==> config.mk <==
export PLATFORM = sky130hd
export DESIGN_NAME = reg_write_sched
export DESIGN_NICKNAME = d
export VERILOG_FILES = /design/src/rtl/reg_write_sched_pkg.sv /design/src/rtl/reg_write_sched.sv
export SDC_FILE = /design/constraint.sdc
export NUM_CORES = 1
export LEC_CHECK = 0
export CAP_MARGIN = 20
export CORE_ASPECT_RATIO = 1.75
export CORE_MARGIN = 2
export CORE_UTILIZATION = 43
export DETAILED_ROUTE_END_ITERATION = 16
export GPL_ROUTABILITY_DRIVEN = 0
export MAX_ROUTING_LAYER = met4
export PLACE_DENSITY_LB_ADDON = 0.2
export SETUP_SLACK_MARGIN = 0.5
export SYNTH_ARGS = -nofsm -noshare
export SYNTH_HDL_FRONTEND = slang
export SYNTH_SLANG_ARGS = --single-unit
==> constraint.sdc <==
create_clock -name CLK -period 4.1 [get_ports CLK]
set_input_delay 1.23 -clock CLK [delete_from_list [all_inputs] [get_ports CLK]]
set_output_delay 1.23 -clock CLK [all_outputs]
set_load 0.02 [all_outputs]
==> src/rtl/reg_write_sched_pkg.sv <==
// Shared types and sizing for the register-file write scheduler.
package reg_write_sched_pkg;

    localparam int kDefW    = 8;
    localparam int kDefD    = 4;
    localparam int kNumRegs = 2**kDefD;

    typedef enum logic {ST_CLEAR, ST_RUN} sched_st_t;

endpackage

==> src/rtl/reg_write_sched.sv <==
// Arbitrates the register-file write port between ALU and load-return writeback,
// clears the file after reset and scoreboards a single outstanding load.
module reg_write_sched
    import reg_write_sched_pkg::*;
#(
    parameter int W = kDefW,
    parameter int D = kDefD
) (
    input  logic         CLK,
    input  logic         Reset,
    input  logic         alu_req,
    input  logic [D-1:0] alu_addr,
    input  logic [W-1:0] alu_data,
    output logic         alu_gnt,
    input  logic         ld_issue,
    input  logic [D-1:0] ld_dest,
    output logic         ld_ready,
    input  logic         ld_valid,
    input  logic [W-1:0] ld_data,
    input  logic [D-1:0] rd_addr,
    output logic         stall,
    output logic         wr_en,
    output logic [D-1:0] wr_addr,
    output logic [W-1:0] wr_data,
    output logic         init_done,
    output logic         err
);

    sched_st_t    state;
    logic [D-1:0] clr_cnt;
    logic         pend;
    logic [D-1:0] pend_dest;

    logic ld_ret;
    logic waw_block;

    assign ld_ret    = ld_valid && pend;
    assign waw_block = pend && (alu_addr == pend_dest);

    always_comb begin
        // NOTE: every output gets a default before the case so no latch is inferred.
        wr_en   = 1'b0;
        wr_addr = '0;
        wr_data = '0;
        alu_gnt = 1'b0;
        if (!Reset) begin
            case (state)
                ST_CLEAR: begin
                    wr_en   = 1'b1;
                    wr_addr = clr_cnt;
                end
                ST_RUN: begin
                    if (ld_ret) begin
                        wr_en   = 1'b1;
                        wr_addr = pend_dest;
                        wr_data = ld_data;
                    end else if (alu_req && !waw_block) begin
                        wr_en   = 1'b1;
                        alu_gnt = 1'b1;
                        wr_addr = alu_addr;
                        wr_data = alu_data;
                    end
                end
                default: ;
            endcase
        end
    end

    // A returning load frees the slot in the same cycle, so a new load may issue behind it.
    assign ld_ready = !Reset && (state == ST_RUN) && (!pend || ld_valid);

    // Returning data is forwarded by the decoder, hence no stall in the return cycle.
    assign stall = Reset || !init_done || (pend && (rd_addr == pend_dest) && !ld_valid);

    // NOTE: sequential state uses non-blocking assignments only, so all registers update together.
    always_ff @(posedge CLK) begin
        if (Reset) begin
            state     <= ST_CLEAR;
            clr_cnt   <= '0;
            pend      <= 1'b0;
            pend_dest <= '0;
            init_done <= 1'b0;
            err       <= 1'b0;
        end else begin
            case (state)
                ST_CLEAR: begin
                    clr_cnt <= clr_cnt + D'(1);
                    if (clr_cnt == '1) begin
                        state     <= ST_RUN;
                        init_done <= 1'b1;
                    end
                end
                ST_RUN: begin
                    if (ld_valid && !pend)
                        err <= 1'b1;
                    if (ld_issue && ld_ready) begin
                        pend      <= 1'b1;
                        pend_dest <= ld_dest;
                    end else if (ld_ret) begin
                        pend <= 1'b0;
                    end
                end
                default: state <= ST_CLEAR;
            endcase
        end
    end

endmodule

==> After elaboration in Yosys (flattened, before gate mapping) <==
Cells that the tools add are included.
{ "word_totals": {"output_inout_bits": 18, "input_bits": 33, "wordCells": 52, "reg_bits": 12} }
{ "op_classes": {"bitwise_logic": 1, "reduce_logical": 22, "addsub": 1, "eq_ne": 3, "n_mux": 19} }
{ "ops": {"columns": ["op", "n"], "rows": [
  ["$mux 8", 4],
  ["$mux 4", 3],
  ["$mux 1", 10],
  ["$logic_and 1x1->1", 9],
  ["$eq 4x4->1", 2],
  ["$pmux 4 s2", 1],
  ["$reduce_and 2->1", 4],
  ["$logic_not 1->1", 5],
  ["$add 4x1->4 const B", 1],
  ["$eq 4x4->1 const B", 1],
  ["$logic_or 1x1->1", 3],
  ["$pmux 1 s2", 1],
  ["$reduce_bool 2->1", 1],
  ["$not 1->1", 1]
]} }

==> Longest topological paths before layout <==
Gate-level depths: netlist (run 1).
{ "logic_depth": {"depth_word": 8, "ltp_mapped": 5, "depth_no_buf": 4} }

==> Least setup slack after synthesis (run 1) <==
No wires, ideal clock.
{ "synth_timing": {"kind": "input to output", "from": "input ld_valid", "to": "output stall", "path_buffers": 1, "stages": 3, "slack_ns": 0.374, "required_ns": 2.870, "arrival_ns": 2.496, "path_cell_list": "clkbuf_1 nand2b_1 o311ai_0"} }
{ "synth_between": {"elab_chain_cells": 3} }
{ "synth_rtl": {"columns": ["item", "line", "source"], "rows": [
  ["start: declaration", "reg_write_sched.sv:18", "input logic ld_valid,"],
  ["$logic_not 1->1", "reg_write_sched.sv:73", "assign stall = Reset || !init_done || (pend && (rd_addr == pend_dest) && !ld_valid);"],
  ["$logic_and 1x1->1", "reg_write_sched.sv:73", null],
  ["$logic_or 1x1->1", "reg_write_sched.sv:73", null],
  ["end: declaration", "reg_write_sched.sv:21", "output logic stall,"]
]} }
No other way between the ends.

==> Worst setup path after layout (run 1) <==
{ "layout_timing": {"from": "input alu_addr[3]", "to": "output wr_addr[2]"} }
{ "layout_between": {"elab_chain_cells": 8} }
{ "layout_rtl": {"columns": ["item", "line", "source"], "rows": [
  ["start: declaration", "reg_write_sched.sv:12", "input logic [D-1:0] alu_addr,"],
  ["$eq 4x4->1", "reg_write_sched.sv:38", "assign waw_block = pend && (alu_addr == pend_dest);"],
  ["$logic_and 1x1->1", "reg_write_sched.sv:38", null],
  ["$logic_not 1->1", "reg_write_sched.sv:57", "end else if (alu_req && !waw_block) begin"],
  ["$logic_and 1x1->1", "reg_write_sched.sv:57", null],
  ["$mux 4", "reg_write_sched.sv:57", null],
  ["$mux 4", "reg_write_sched.sv:53", "if (ld_ret) begin"],
  ["$pmux 4 s2", "reg_write_sched.sv:47", "case (state)"],
  ["$mux 4", "reg_write_sched.sv:46", "if (!Reset) begin"],
  ["end: declaration", "reg_write_sched.sv:23", "output logic [D-1:0] wr_addr,"]
]} }
No other way between the ends.

==> results.json, run 1 <==
{
  "rsz0062_at_grt": "yes",
  "grt_pass1_wl_mm": 5.64,
  "final_util": 0.762,
  "cp_top_family": "simple AND/OR/NAND/NOR gates",
  "grt_overflow_total": 0,
  "io_buffers": 50,
  "max_slew_margin": 0.587,
  "areaGrowthSynthToFinish_pct": 71.0,
  "hp-class": "flip-flop to flip-flop",
  "synth_nets": 173,
  "wl_per_cell_um": 16.6,
  "vdd_ir_drop_max_uv": 351,
  "clk-insertion-delay-late_ps": 230,
  "final_common_cell": "buf_4",
  "min_period_over_period": 0.907,
  "io-pin-count": 51,
  "ys.warnings.count": 0,
  "fmax_ghz": 0.269,
  "max_stage_delay_ps": 530,
  "setup.worst_path.end_class": "primary output",
  "first_pass_iters": 5,
  "maxSlewViolCount": 0,
  "synth-seq-cells": 12,
  "power.total_w": 0.000307,
  "drive_above_1_share": 0.296,
  "antenna_left": 0,
  "via_per_inst": 5.87,
  "clock_skew_ps": 1.95,
  "remaining_drc_errors": 0,
  "worstPathRequired_ps": 2870,
  "hpwl_mm": 2.72,
  "synth.cell_area_um2": 1010,
  "totalWireLength_mm": 3.78,
  "synth_cell_type_count": 37,
  "htreeDepth": 1,
  "mostFrequentLayoutCells": "buf_4, clkdlybuf4s50_1, nand2_1",
  "clock_sinks": 12,
  "tns_ps": 0,
  "die_h_um": 68.2,
  "synthFlopType": "dfxtp_1",
  "diodes": 0,
  "synthArstFlopShare": 0,
  "initial_core_util": 0.446,
  "core_area_um2": 2270,
  "cp_slowest_cell": "or4_4",
  "status": "complete, no violations",
  "clk_pin_slew_ps": 50,
  "path_buf_inv": 2,
  "cts_tree": "yes",
  "rows": 23,
  "cts_root_buf": "clkbuf_8",
  "fp.dieW_um": 40.7,
  "hold_violations": 0,
  "instances_no_fill": 228,
  "worst_pin_slew_ps": 619,
  "critical_path_class": "primary input to primary output",
  "syn_inst": 139,
  "finalNetCount": 239,
  "floorplan.die_area_um2": 2780,
  "power_density_nw_per_um2": 177,
  "setup_viol": 0,
  "via_count": 1339,
  "cp_data_arrival_time_ps": 2490,
  "reg2reg_from": "state",
  "power.leakage_nw": 0.701,
  "grt_pass1_vias": 1290,
  "clk_path_buf_depth": 2,
  "grt_max_degree": 22,
  "startpoint_type": "primary input",
  "fin_crit_ps": 3720,
  "crit_start": "alu_addr[3]",
  "drt_iter0_drc": 52,
  "place_inst": 221,
  "worst_hold_startpoint": "err",
  "cpMostUsedCell": "buf_6",
  "synth_edf_count": 0,
  "antenna_found_initial": 0,
  "seq_area_frac_synth": 0.237,
  "crit_path_cell_trace": "buf_6 > xor2_4 > or4_4 > a221o_1 > buf_6",
  "max_cap_violations": 0,
  "grt_usage": 0.304,
  "worstPathMaxFanout": 2,
  "cts_inserted_buffers": 3,
  "synth.avg_cell_area_um2": 7.29
}
-- final timing paths --
check	depth (start not counted)	end	slack, ps
min reg2reg	1	err	500
max	5	wr_addr[2]	380
max reg2reg	3	pend_dest[3]	2640
min	1	err	500
-- state kept, by name, summed over array words and instances, names as in the netlist --
signal / count
state: 1
pend: 1
clr_cnt: 4
init_done: 1
err: 1
pend_dest: 4
-- metal layers --
layer / share of wire / vias to the layer above / global-route usage
met4: 0.037 / 0 / 0.150
met3: 0.093 / 17 / 0.0552
li1: - / 634 / -
met1: 0.33 / 609 / 0.279
met5: 0 / - / -
met2: 0.54 / 79 / 0.554
-- final cells by class --
class,instances,area [um^2]
fill,186,541
multi-input combinational,113,801
tap,25,31.3
clock buffer,3,41.3
timing repair buffer,72,608
sequential,12,240
inverter,3,11.3
-- cell usage after synthesis, types with 2 or more instances --
cell	instances	area, um^2
o31ai_1	4	30.0
a22oi_1	8	60.1
inv_1	3	11.3
a41oi_1	2	17.5
nor2b_1	12	75.1
xnor2_1	4	35.0
a21oi_1	8	40.0
o21ai_0	8	40.0
buf_2	3	15.0
nor2_1	8	30.0
clkbuf_1	8	30.0
and3b_1	2	17.5
xor2_1	7	61.3
and2_1	3	18.8
a221o_1	2	20.0
nand2_1	13	48.8
dfxtp_1	12	240
nand3_1	6	30.0
nand4_1	6	37.5
nand2b_1	3	18.8
-- stage by stage --
| stage | worst slack, ps | area, um^2 | hold slack [ps] |
|---|---|---|---|
| 4_1_cts | 401 | 1690 | 513 |
| 2_1_floorplan | 511 | 1010 | 485 |
| 3_3_place_gp | -357 | 1640 | 495 |
| 5_1_grt | 367 | 1730 | 535 |
| 6_report | 382 | 1730 | 505 |
| 3_5_place_dp | -380 | 1640 | 501 |
-- where the power goes --
part / switching (W) / internal (W) / total, W
registers: 0.00000321 / 0.000120 / 0.000123
clock network: 0.0000374 / 0.0000642 / 0.000102
logic: 0.0000338 / 0.0000489 / 0.0000827
total: 0.0000745 / 0.000233 / 0.000307
-- worst register-to-register path, stage by stage (launching register included) --
cell,delay (ps)
dfxtp_1,710
nand2_1,250
o31ai_1,280
a21oi_1,100
-- cells by family after synthesis --
logic type / Yosys count / share of synthesized area
and+or+nand+nor: 59 / 0.320
AOI/OAI and AO/OA: 40 / 0.267
buffers and inverters: 15 / 0.0593
DFF: 12 / 0.237
xor gates and xnor gates: 11 / 0.0951
muxes: 1 / 0.00988
adders and majority gates: 1 / 0.0123
-- what timing repair did --
| item | CTS | global route |
|---|---|---|
| setup endpoints to repair | 16 | 15 |
| pin swaps | 7 | 3 |
| buffers inserted | 3 | 0 |
| gates resized for setup | 110 | 20 |
| hold buffers | 0 | 0 |
| cloned | 1 | 0 |
Note: power is estimated with default switching activity, not from simulation.
==> inputs of run 2 (changes only) <==
CORE_ASPECT_RATIO = default   (was 1.75)
CORE_UTILIZATION = 45   (was 43)
DONT_BUFFER_PORTS = 1   (was default)
clock period = 4.25 ns   (was 4.1 ns; I/O delays follow)
==> run 2 against run 1 <==
  * Largest power group unchanged
  * Clock skew up 2.7 ps
  * Total power fell by 23%
  * Final cell count down 25%
  * Largest cell class unchanged
==> results.json, run 2 (same netlist as run 1, synthesis figures left out) <==
{
  "grt_usage": 0.203,
  "drive_above_1_share": 0.132,
  "fmax_ghz": 0.274,
  "diodes": 0,
  "power.total_w": 0.000237,
  "rr_worst_depth": 3,
  "via_per_inst": 6.09,
  "floorplan.die_area_um2": 2650,
  "via_count": 1047,
  "clk_path_buf_depth": 2,
  "vdd_ir_drop_max_uv": 172,
  "seqCellArea_um2": 240,
  "cp_data_arrival_time_ps": 2380,
  "combPwrFrac": 0.118,
  "max_cap_violations": 0,
  "seqPwrFrac": 0.499,
  "maxSlewViolCount": 0,
  "cts_inserted_buffers": 3,
  "cts_tree": "yes",
  "remaining_drc_errors": 0,
  "multiInputGateArea_um2": 713,
  "crit_start": "alu_addr[0]",
  "max_slew_margin": 0.515,
  "hold_violations": 0,
  "post-cts-setup-buffers": 0,
  "hp-class": "flip-flop to flip-flop",
  "first_pass_iters": 7,
  "io-pin-count": 51,
  "intPower_w": 0.000181,
  "power.leakage_nw": 0.408,
  "setup.worst_path.end_class": "primary output",
  "clock_skew_ps": 4.62,
  "htreeDepth": 1,
  "fp.dieW_um": 51.5,
  "startpoint_type": "primary input",
  "grt_pass1_vias": 909,
  "pwr-share-clk": 0.382,
  "min_period_over_period": 0.860,
  "crit_path_end": "wr_addr[2]",
  "rows": 17,
  "cts-resized-gates": 0,
  "grt_max_degree": 34,
  "power.share.switching": 0.236,
  "worstPathMaxFanout": 3,
  "clk_pin_slew_ps": 70,
  "r2r_end": "pend_dest[1]",
  "status": "complete, no violations",
  "initial_core_util": 0.467,
  "cts_root_buf": "clkbuf_4",
  "worst_pin_slew_ps": 716,
  "areaGrowthSynthToFinish_pct": 11.9,
  "tns_ps": 0,
  "antenna_left": 0,
  "critical_path_class": "primary input to primary output",
  "mostFrequentLayoutCells": "nand2_1, buf_4, nor2b_1, dfxtp_1",
  "worstPathRequired_ps": 2970,
  "reg2reg_from": "state",
  "netSwitchingPower_w": 0.0000558,
  "hpwl_mm": 1.94,
  "totalWireLength_mm": 2.64,
  "core_area_um2": 2170,
  "wl_per_cell_um": 15.4,
  "top_regs": "clr_cnt (4), pend_dest (4)",
  "drt_iter0_drc": 20,
  "grt_overflow_total": 0,
  "finalNetCount": 179,
  "r2r_slack_ps": 2870,
  "fill_cells": 223,
  "die_h_um": 51.5,
  "clk-insertion-delay-late_ps": 270,
  "power_density_nw_per_um2": 209,
  "clock_sinks": 12,
  "setup_viol": 0,
  "rsz0062_at_grt": "no",
  "fin_crit_ps": 3660,
  "antenna_found_initial": 0,
  "grt_pass1_wl_mm": 4.06,
  "holdWs_ps": 533,
  "io_buffers": 0,
  "postCtsHoldBufs": 0
}
## run 2: worst min path at each step
stage	start	to	slack (ps)	cells past startpoint
global route	clr_cnt[3]	state	560	2
CTS	clr_cnt[3]	state	540	2
global placement	clr_cnt[3]	state	520	2
detailed placement	clr_cnt[3]	state	520	2
floorplan	clr_cnt[3]	state	490	2
finish	clr_cnt[3]	state	530	2
## run 2: critical path: stages
cell     delay [ps]
xor2_1          140
or4_4           540
a221o_1         430
## run 2: area by class of cell
class	count	share of cell area
clock buffers	4	0.0320
inverters	3	0.00993
multi-input cells	112	0.629
flip-flops and latches	12	0.212
well taps	28	0.0309
repair buffers	13	0.0861
## run 2: power by group through the flow
stage                     Sequential [W]  Combinational [W]  Clock (W)
final                           0.000118          0.0000280  0.0000905
after detailed placement        0.000121          0.0000276          0
after global routing            0.000119          0.0000307  0.0000976
after CTS                       0.000118          0.0000279  0.0000930
after floorplan                 0.000120          0.0000266          0
after global placement          0.000121          0.0000269          0
## run 2: per-stage QoR
step / utilization / cells / setup WS (ps) / area [um^2]
finish: 0.522 / 172 / 594 / 1130
global route: 0.522 / 172 / 550 / 1130
CTS: 0.522 / 172 / 593 / 1130
detailed placement: 0.506 / 168 / 593 / 1100
global placement: 0.506 / 168 / 604 / 1100
floorplan: - / 139 / 557 / 1010
## run 2: metal layers
layer | share of wire | GRT usage | vias to the layer above
met5 | 0 | - | -
met4 | 0.0061 | 0.0482 | 0
met3 | 0.065 | 0.0322 | 2
met2 | 0.46 | 0.325 | 40
met1 | 0.47 | 0.267 | 483
li1 | - | - | 522
